<file path="src/rtl/uart_tx_serializer_pkg.sv">
// rtl/uart_tx_serializer_pkg.sv - shared UART encodings: FSM states, parity types, line levels
// Optional feature macro UART_TX_STOP2_EN uses the STOP_2 state.
package uart_pkg;

  typedef enum logic [2:0] {
    IDLE   = 3'd0,
    START  = 3'd1,
    DATA   = 3'd2,
    PARITY = 3'd3,
    STOP   = 3'd4,
    STOP_2 = 3'd5
  } uart_state_e;

  localparam logic PAR_EVEN = 1'b0;
  localparam logic PAR_ODD  = 1'b1;

  localparam logic IDLE_LVL  = 1'b1;
  localparam logic START_LVL = 1'b0;
  localparam logic STOP_LVL  = 1'b1;

endpackage

</file>
<file path="src/rtl/uart_tx_serializer_if.sv">
// rtl/uart_tx_serializer_if.sv - parallel request / serial line bundle for the UART TX framer
// UART_TX_STOP2_EN adds the STOP2 request field.
interface uart_tx_serializer_if #(
  parameter int DATA_WIDTH = 8
);

  logic [DATA_WIDTH-1:0] P_DATA;
  logic                  data_valid;
  logic                  PAR_EN;
  logic                  PAR_TYP;
`ifdef UART_TX_STOP2_EN
  logic                  STOP2;
`endif
  logic                  TX_OUT;
  logic                  busy;

  // master = system-side TX controller, slave = serializer
  modport master (
    output P_DATA,
    output data_valid,
    output PAR_EN,
    output PAR_TYP,
`ifdef UART_TX_STOP2_EN
    output STOP2,
`endif
    input  TX_OUT,
    input  busy
  );

  modport slave (
    input  P_DATA,
    input  data_valid,
    input  PAR_EN,
    input  PAR_TYP,
`ifdef UART_TX_STOP2_EN
    input  STOP2,
`endif
    output TX_OUT,
    output busy
  );

endinterface

</file>
<file path="src/rtl/uart_parity_calc.sv">
// rtl/uart_parity_calc.sv - combinational UART parity bit, shared by the TX and RX paths
module uart_parity_calc
  import uart_pkg::*;
#(
  parameter int DATA_WIDTH = 8
) (
  input  logic [DATA_WIDTH-1:0] data,
  input  logic                  PAR_TYP,
  output logic                  par_bit
);

  assign par_bit = (PAR_TYP == PAR_ODD) ? ~^data : ^data;

endmodule

</file>
<file path="src/rtl/uart_tx_serializer.sv">
// rtl/uart_tx_serializer.sv - UART TX framer: start, LSB-first data, optional parity, stop
// UART_TX_STOP2_EN adds a per-frame second stop bit selected by STOP2.
module uart_tx_serializer
  import uart_pkg::*;
#(
  parameter int DATA_WIDTH = 8
) (
  input  logic                clk,
  input  logic                rst,
  uart_tx_serializer_if.slave tx_if
);

  localparam int                CNT_W    = (DATA_WIDTH > 1) ? $clog2(DATA_WIDTH) : 1;
  localparam logic [CNT_W-1:0]  LAST_BIT = CNT_W'(DATA_WIDTH - 1);

  uart_state_e           state_q, state_d;
  logic                  tx_q, tx_d;
  logic [CNT_W-1:0]      cnt_q, cnt_d;
  logic [CNT_W-1:0]      cnt_nxt;
  logic [DATA_WIDTH-1:0] data_q;
  logic                  par_en_q;
  logic                  par_typ_q;
  logic                  par_bit;
  logic                  load;
  logic                  busy;
  logic                  accept;
`ifdef UART_TX_STOP2_EN
  logic                  stop2_q;
`endif

  uart_parity_calc #(
    .DATA_WIDTH(DATA_WIDTH)
  ) u_parity (
    .data    (data_q),
    .PAR_TYP (par_typ_q),
    .par_bit (par_bit)
  );

  // The stop cycle accepts a new request so frames can run back to back.
  always_comb begin
    busy = (state_q == START) || (state_q == DATA) || (state_q == PARITY);
`ifdef UART_TX_STOP2_EN
    if (state_q == STOP && stop2_q) begin
      busy = 1'b1;
    end
`endif
  end

  assign accept  = tx_if.data_valid && !busy;
  assign cnt_nxt = cnt_q + CNT_W'(1);

  always_ff @(posedge clk or posedge rst) begin
    if (rst) begin
      state_q <= IDLE;
      tx_q    <= IDLE_LVL;
      cnt_q   <= '0;
    end else begin
      state_q <= state_d;
      tx_q    <= tx_d;
      cnt_q   <= cnt_d;
    end
  end

  // tx_d is the line level for the state being entered, so TX_OUT tracks state_q.
  always_comb begin
    state_d = state_q;
    tx_d    = tx_q;
    cnt_d   = cnt_q;
    load    = 1'b0;
    unique case (state_q)
      IDLE: begin
        tx_d = IDLE_LVL;
        if (accept) begin
          state_d = START;
          tx_d    = START_LVL;
          load    = 1'b1;
        end
      end
      START: begin
        state_d = DATA;
        cnt_d   = '0;
        tx_d    = data_q[0];
      end
      DATA: begin
        if (cnt_q == LAST_BIT) begin
          if (par_en_q) begin
            state_d = PARITY;
            tx_d    = par_bit;
          end else begin
            state_d = STOP;
            tx_d    = STOP_LVL;
          end
        end else begin
          cnt_d = cnt_nxt;
          tx_d  = data_q[cnt_nxt];
        end
      end
      PARITY: begin
        state_d = STOP;
        tx_d    = STOP_LVL;
      end
      STOP: begin
`ifdef UART_TX_STOP2_EN
        if (stop2_q) begin
          state_d = STOP_2;
          tx_d    = STOP_LVL;
        end else
`endif
        if (accept) begin
          state_d = START;
          tx_d    = START_LVL;
          load    = 1'b1;
        end else begin
          state_d = IDLE;
          tx_d    = IDLE_LVL;
        end
      end
`ifdef UART_TX_STOP2_EN
      STOP_2: begin
        if (accept) begin
          state_d = START;
          tx_d    = START_LVL;
          load    = 1'b1;
        end else begin
          state_d = IDLE;
          tx_d    = IDLE_LVL;
        end
      end
`endif
      default: begin
        state_d = IDLE;
        tx_d    = IDLE_LVL;
      end
    endcase
  end

  always_ff @(posedge clk or posedge rst) begin
    if (rst) begin
      data_q    <= '0;
      par_en_q  <= 1'b0;
      par_typ_q <= 1'b0;
`ifdef UART_TX_STOP2_EN
      stop2_q   <= 1'b0;
`endif
    end else if (load) begin
      data_q    <= tx_if.P_DATA;
      par_en_q  <= tx_if.PAR_EN;
      par_typ_q <= tx_if.PAR_TYP;
`ifdef UART_TX_STOP2_EN
      stop2_q   <= tx_if.STOP2;
`endif
    end
  end

  assign tx_if.TX_OUT = tx_q;
  assign tx_if.busy   = busy;

endmodule
</file>
<file path="src/flat_wrapper.sv">
// flat-port wrapper written by rule: the top's interface ports become plain ports
module uart_tx_serializer_flat import uart_pkg::*;
#(
  parameter int DATA_WIDTH = 8
)
  (clk, rst, tx_if_P_DATA, tx_if_data_valid, tx_if_PAR_EN, tx_if_PAR_TYP, tx_if_TX_OUT, tx_if_busy);
  uart_tx_serializer_if #(.DATA_WIDTH(DATA_WIDTH)) tx_if_i ();
  input  logic clk;
  input  logic rst;
  input wire logic [$bits(tx_if_i.P_DATA)-1:0] tx_if_P_DATA;
  input wire logic [$bits(tx_if_i.data_valid)-1:0] tx_if_data_valid;
  input wire logic [$bits(tx_if_i.PAR_EN)-1:0] tx_if_PAR_EN;
  input wire logic [$bits(tx_if_i.PAR_TYP)-1:0] tx_if_PAR_TYP;
  output wire logic [$bits(tx_if_i.TX_OUT)-1:0] tx_if_TX_OUT;
  output wire logic [$bits(tx_if_i.busy)-1:0] tx_if_busy;
  assign tx_if_i.P_DATA = tx_if_P_DATA;
  assign tx_if_i.data_valid = tx_if_data_valid;
  assign tx_if_i.PAR_EN = tx_if_PAR_EN;
  assign tx_if_i.PAR_TYP = tx_if_PAR_TYP;
  assign tx_if_TX_OUT = tx_if_i.TX_OUT;
  assign tx_if_busy = tx_if_i.busy;
  uart_tx_serializer #(.DATA_WIDTH(DATA_WIDTH)) u_core (.clk(clk), .rst(rst), .tx_if(tx_if_i));
endmodule
</file>
<file path="config.mk">
export PLATFORM = sky130hd
export DESIGN_NAME = uart_tx_serializer_flat
export DESIGN_NICKNAME = d
export VERILOG_FILES = /design/src/rtl/uart_tx_serializer_pkg.sv /design/src/rtl/uart_tx_serializer_if.sv /design/src/rtl/uart_parity_calc.sv /design/src/rtl/uart_tx_serializer.sv /design/src/flat_wrapper.sv
export SDC_FILE = /design/constraint.sdc
export NUM_CORES = 1
export LEC_CHECK = 0
export CAP_MARGIN = 20
export CORE_MARGIN = 3
export CORE_UTILIZATION = 46
export CTS_CLUSTER_DIAMETER = 150
export DETAILED_ROUTE_END_ITERATION = 7
export PLACE_DENSITY = 0.78
export SLEW_MARGIN = 10
export SYNTH_ARGS = -nofsm -noshare
export SYNTH_HDL_FRONTEND = slang
export SYNTH_SLANG_ARGS = --single-unit
</file>
<file path="constraint.sdc">
create_clock -name clk -period 2 [get_ports clk]
set_clock_uncertainty 0.05 [all_clocks]
set_input_delay 0.3 -clock clk [delete_from_list [all_inputs] [get_ports clk]]
set_output_delay 0.3 -clock clk [all_outputs]
set_load 0.02 [all_outputs]
</file>
=== Word-level counts from Yosys, hierarchy flattened ===
Index checks and enable logic that the tools add are counted.

* Flip-flop bits (word level): 17
* Latch bits: 0
* Bits in writable memories: 0
* Bits in read-only memories: 0
* Input bits: 13
* Output and inout port bits: 2
* Logic and storage cells: 43
* Memories kept: 0

* $add $sub $neg: 1
* Multiply operators: 0
* Div/mod/pow operators: 0
* Order comparisons: 1
* Equality and inequality tests: 8
* Shift operators: 0
* Mux-type cells: 16
* Bitwise gates (word level): 0
* Reduce and logical (&&, ||, !) cells: 11

{| class="wikitable"
|+ Operators with widths
! kind !! number
|-
| one-hot mux 3 bit (5 select lines) || 1
|-
| 2-to-1 mux 3 bit || 4
|-
| 2-to-1 mux 1 bit || 8
|-
| XNOR reduction 8 bit || 1
|-
| XOR reduction 8 bit || 1
|-
| == test 3 x 2 -> 1 bit (second input constant) || 2
|-
| == test 3 bit (second input constant) || 2
|-
| one-hot mux 3 bit (2 select lines) || 1
|-
| less-than comparator 3 x 4 -> 1 bit (second input constant) || 1
|-
| inequality test 2 bit (second input constant) || 2
|-
| AND reduction 2 bit || 2
|-
| adder 3 x 1 -> 3 bit (second input constant) || 1
|-
| binary-select mux 1 bit (select 3 bit) || 1
|-
| == test 3 x 1 -> 1 bit (second input constant) || 1
|-
| logical NOT 3 bit || 1
|-
| one-hot mux 1 bit (3 select lines) || 1
|-
| logical OR 1 bit || 2
|-
| inequality test 2 x 1 -> 1 bit (second input constant) || 1
|-
| nonzero test 2 bit || 1
|-
| OR reduction 2 bit || 1
|-
| logical AND 1 bit || 1
|-
| logical NOT 1 bit || 1
|}

=== Logic depth before layout (Yosys ltp) ===
* Depth after elaboration: 7
* Mapped depth: 7
* Gate-level depth less buffers: 6

=== Modules after synthesis ===
A second synthesis with hierarchy kept.

* Cells, all modules: 71
* Area total of the unflattened synthesis: 927.1 um^2

{| class="wikitable"
|+ By module, submodules not included
! module !! instances !! cells an instance !! area each (um^2) !! seq. area each (um^2)
|-
| uart_tx_serializer || 1 || 64 || 844.6 || 426.7
|-
| uart_parity_calc || 1 || 7 || 82.6 || 0.0
|}

=== Worst setup path after synthesis ===
OpenSTA, ideal clock, no wires.

* Kind: register to register
* Start point: register u_core.cnt_q[0]
* End point: register u_core.tx_q (netlist: u_core.tx_if.TX_OUT)
* Setup time: 98 ps
* Arrival time: 1688 ps
* Required time: 1852 ps
* Slack: 164 ps
* Cell stages (with the launch flop): 8
* Path buffers: 1
* Period minus slack after synthesis: 1836 ps
* Cells stage by stage: dfrtp_1 -> ha_1 -> buf_4 -> mux2i_1 -> mux4_2 -> a21oi_1 -> o31ai_1 -> o311ai_1

* Word-level cells in the longest chain between the ends: 5
* Elaborated cells between the ends (all ways): 6
* Classes of those cells: add/sub (1); eq/ne (1); mux (4)

{| class="wikitable"
|+ Ends and longest elaborated chain
! element !! line !! source
|-
| start: declaration || uart_tx_serializer.sv:18 || <nowiki>logic [CNT_W-1:0] cnt_q, cnt_d;</nowiki>
|-
| start signal: assignment || uart_tx_serializer.sv:60 || <nowiki>cnt_q <= cnt_d;</nowiki>
|-
| adder 3 x 1 -> 3 bit || uart_tx_serializer.sv:50 || <nowiki>assign cnt_nxt = cnt_q + CNT_W'(1);</nowiki>
|-
| binary-select mux 1 bit (select 3 bit) || uart_tx_serializer.sv:95 || <nowiki>tx_d = data_q[cnt_nxt];</nowiki>
|-
| 2-to-1 mux 1 bit (implied by the code) || uart_tx_serializer.sv:95 ||
|-
| 2-to-1 mux 1 bit (*) || uart_tx_serializer.sv:85 || <nowiki>if (cnt_q == LAST_BIT) begin</nowiki>
|-
| one-hot mux 1 bit (3 select lines) (*) || uart_tx_serializer.sv:70 || <nowiki>unique case (state_q)</nowiki>
|-
| net u_core.tx_d || uart_tx_serializer.sv:17 || <nowiki>logic tx_q, tx_d;</nowiki>
|-
| end signal: assignment || uart_tx_serializer.sv:59 || <nowiki>tx_q <= tx_d;</nowiki>
|-
| end: declaration || uart_tx_serializer.sv:17 ||
|}

The timed path passes the listed nets; every way through them passes the cells marked *. The select of a mux whose other input is x is not followed.
A chain may end at the register's enable or synchronous reset.

=== Worst setup path after layout ===
* Start point: register u_core.state_q[0]
* End point: output tx_if_busy

* Word-level cells in the longest chain between the ends: 3
* Elaborated cells between the ends (all ways): 5
* Classes of those cells: eq/ne (3); reduce/logical (2)

{| class="wikitable"
|+ Ends and longest elaborated chain
! element !! line !! source
|-
| start: declaration || uart_tx_serializer.sv:16 || <nowiki>uart_state_e state_q, state_d;</nowiki>
|-
| start signal: assignment || uart_tx_serializer.sv:58 || <nowiki>state_q <= state_d;</nowiki>
|-
| == test 3 x 1 -> 1 bit or == test 3 x 2 -> 1 bit (tied branches) || uart_tx_serializer.sv:41 || <nowiki>busy = (state_q == START) || (state_q == DATA) || (state_q == PARITY);</nowiki>
|-
| logical OR 1 bit || uart_tx_serializer.sv:41 ||
|-
| logical OR 1 bit (*) || uart_tx_serializer.sv:41 ||
|-
| end: declaration || flat_wrapper.sv:15 || <nowiki>output wire logic [$bits(tx_if_i.busy)-1:0] tx_if_busy;</nowiki>
|}

Every way passes the cells marked *; elsewhere a longest branch is shown, timed or not.

==> reports/results.tsv <==
stage	metric	value	unit
run_status	status	completed	
synth	yosys warns	0	
cells_and_area	diode count	0	
floorplanning	die area	0.00251	mm2
clocking	Clk pin slew, worst setup/hold paths	0.09	ns
worst_setup_path	critical-path cell list	nor2_1 > nor2_1 > clkdlybuf4s50_1	
worst_setup_path	startpoint types	register	
cells_and_area	most frequent cells in the layout	clkdlybuf4s50_1 (14), dfrtp_1 (14), mux2_2 (9)	
cells_and_area	area delta synth->final	22.2	%
clocking	clock buffer depth	2	
clocking	CTS sink count	17	
global_route	initial antenna violation count	0	
global_route	vias in the first global route	644	
pwr	Lkg Pwr	0.000465	uW
timing	RSZ-0062 raised after global routing	no	
hold_path	min-delay worst type	in2async	
timing	setup violators final	0	
floorplanning	die width	50.1	um
worst_setup_path	Largest stage delay, worst path	0.61	ns
route	drt drc	0	
route	wirelength, routed	1.51	mm
placement	Port Buf Inserts	14	
floorplanning	Cell Rows	15	
floorplanning	Initial Utilization	50.2	%
worst_setup_path	Worst setup EP type	output port	
timing	Slew @ Worst Pin	0.644	ns
worst_setup_path	reg-to-reg startpoint	u_core.cnt_q[0]	
placement	DP HPWL	1.18	mm
worst_setup_path	CP max stage cell	clkdlybuf4s50_1	
floorplanning	die height	50.1	um
cells_and_area	share of cells above drive strength 1	19.8	%
job	max_cap viols	0	
timing	Fmax	537	MHz
synth	cell area after synthesis	896	um2
cells_and_area	area taken by multi-input logic gates	438	um2
synth	sequential element share of the synthesized area	47.6	%
worst_setup_path	worst r2r dst	u_core.tx_if.TX_OUT	
route	via count	619	
pwr	pwr dens	1690	mW/mm2
route	Starting DRT DRC Count	10	
timing	Hold Vio Cnt, Final	0	
worst_setup_path	R2R setup slack	0.15	ns
route	DRT Pass-1 Iters	4	
pwr	worst-case vdd ir drop	1000	uV
timing	fin. max-slew vios	0	
placement	Placer Congestion	0.837	
floorplanning	core area	0.00178	mm2
synth	post-synth net total	94	
global_route	first-pass GRT wire length	2.76	mm
cells_and_area	fin cells	121	
timing	post-layout min period	1.86	ns
synth	cells after synthesis	79	
synth	flops & latches, synth	17	
timing	Setup TNS	0	ns
clocking	H-tree depth	1	
cells_and_area	# nets final	112	
global_route	largest net degree at the start of global routing	18	
global_route	grt ovf	0	
floorplanning	I/O pin cnt	15	
clocking	CTS Root Cell	clkbuf_4	
worst_setup_path	CP max FO	11	
clocking	Skew-Pair Late Insertion Delay	0.29	ns
synth	Avg Cell Area, Syn	11.3	um2
clocking	CTS tree	done	
worst_setup_path	crit path DAT	1.51	ns
synth	Netlist cell types	26	
timing	fin crit share	93.0	%
clocking	total CTS buffers	3	
placement	placed cell count	117	
worst_setup_path	Most common cell on crit path	nor2_1	
global_route	gr usage total	14.5	%
worst_setup_path	WS Path Type	reg2out	
timing	WHS	0.339	ns
worst_setup_path	R2R cell count	6	
timing	Slew HR	57.0	%
route	final antenna-violating net count	0	
route	vias per cell	5.12	
cells_and_area	Fillers	155	
worst_setup_path	CP required	1.65	ns
cells_and_area	register area	429	um2
route	DR WL/cell	12.5	um
-- worst max path at each step --
stage | from | end | slack [ns] | depth (start not counted)
4_1_cts | u_core.state_q[0] | tx_if_busy | 0.04 | 3
2_1_floorplan | u_core.cnt_q[0] | u_core.tx_if.TX_OUT | 0.16 | 7
6_report | u_core.state_q[0] | tx_if_busy | 0.14 | 3
3_5_place_dp | u_core.cnt_q[0] | u_core.tx_if.TX_OUT | 0.17 | 6
5_1_grt | u_core.cnt_q[1] | u_core.tx_if.TX_OUT | 0.02 | 6
3_3_place_gp | u_core.cnt_q[0] | u_core.tx_if.TX_OUT | 0.20 | 6
-- critical path: cells and delay by family (launching register included) --
| kind | cells | cell delay (ns) |
|---|---|---|
| DFF | 1 | 0.46 |
| buffers and inverters | 1 | 0.61 |
| and+or+nand+nor | 2 | 0.15 |
-- routing by layer --
layer  vias to the layer above  GRT usage, %  part of all wire, %
li1                        310             -                    -
met1                       291          18.5                   46
met2                        13          22.6                   48
met3                         5          3.86                  4.0
met4                         0          6.91                  1.9
met5                         -             0                    0
-- kinds of logic (layout without fill, tap and decap cells) --
logic type,count (synthesis),after routing,share of synthesized area (%)
fa+ha+maj,2,2,2.79
mux,15,15,19.4
simple gates,17,17,9.08
flops,17,17,47.6
compound gates,14,14,9.08
xor+xnor,7,7,8.52
buf+inv,7,24,3.49
-- state kept, by name, summed over array words and instances (netlist names) --
name,flops
u_core.par_typ_q,1
u_core.tx_if.TX_OUT,1
u_core.par_en_q,1
u_core.data_q,8
u_core.cnt_q,3
u_core.state_q,3
-- layout make-up --
type,count,share of cell area (%)
inverters,4,1.37
clock buffers,4,2.40
well taps,25,2.86
flip-flops and latches,17,39.2
multi-input cells,55,40.0
repair buffers,16,14.2
-- power by group --
part / leakage, uW / switching, uW / internal (uW)
registers: 0.000203 / 152 / 515
logic: 0.000246 / 405 / 602
clock network: 0.0000150 / 104 / 77.5
-- Yosys cell counts --
library cell | instances | area (um2)
a21oi_1 | 4 | 20.0
mux2i_1 | 5 | 50.1
buf_4 | 1 | 7.51
and2_1 | 1 | 6.26
dfstp_2 | 1 | 26.3
a22oi_1 | 2 | 15.0
ha_1 | 2 | 25.0
dfrtp_1 | 16 | 400
nor2_1 | 5 | 18.8
nor3_1 | 1 | 5.00
o21ai_0 | 6 | 30.0
or3_1 | 1 | 6.26
nand2b_1 | 2 | 12.5
nor3b_1 | 1 | 7.51
clkbuf_1 | 1 | 3.75
nor2b_1 | 1 | 6.26
mux2_2 | 9 | 101
o311ai_1 | 1 | 8.76
xnor2_1 | 5 | 43.8
nand2_1 | 5 | 18.8
inv_1 | 4 | 15.0
buf_2 | 1 | 5.00
mux4_2 | 1 | 22.5
o31ai_1 | 1 | 7.51
xor2_1 | 1 | 8.76
xnor3_2 | 1 | 23.8
-- stage by stage --
step / util [%] / power, uW / area (um2) / worst slack (ns)
2_1_floorplan: - / 1470 / 896 / 0.164
3_3_place_gp: 59.8 / 1650 / 1070 / 0.204
3_5_place_dp: 59.8 / 1690 / 1070 / 0.167
4_1_cts: 61.3 / 1870 / 1090 / 0.0401
5_1_grt: 61.4 / 2010 / 1090 / 0.0230
6_report: 61.4 / 1860 / 1090 / 0.139
-- timing repair --
item / in CTS / in global routing
endpoints found under the setup margin: 0 / 1
buffers inserted: 0 / 0
hold buffers: 0 / 0
resized for setup: 0 / 2
Note: power is estimated with default switching activity, not from simulation.
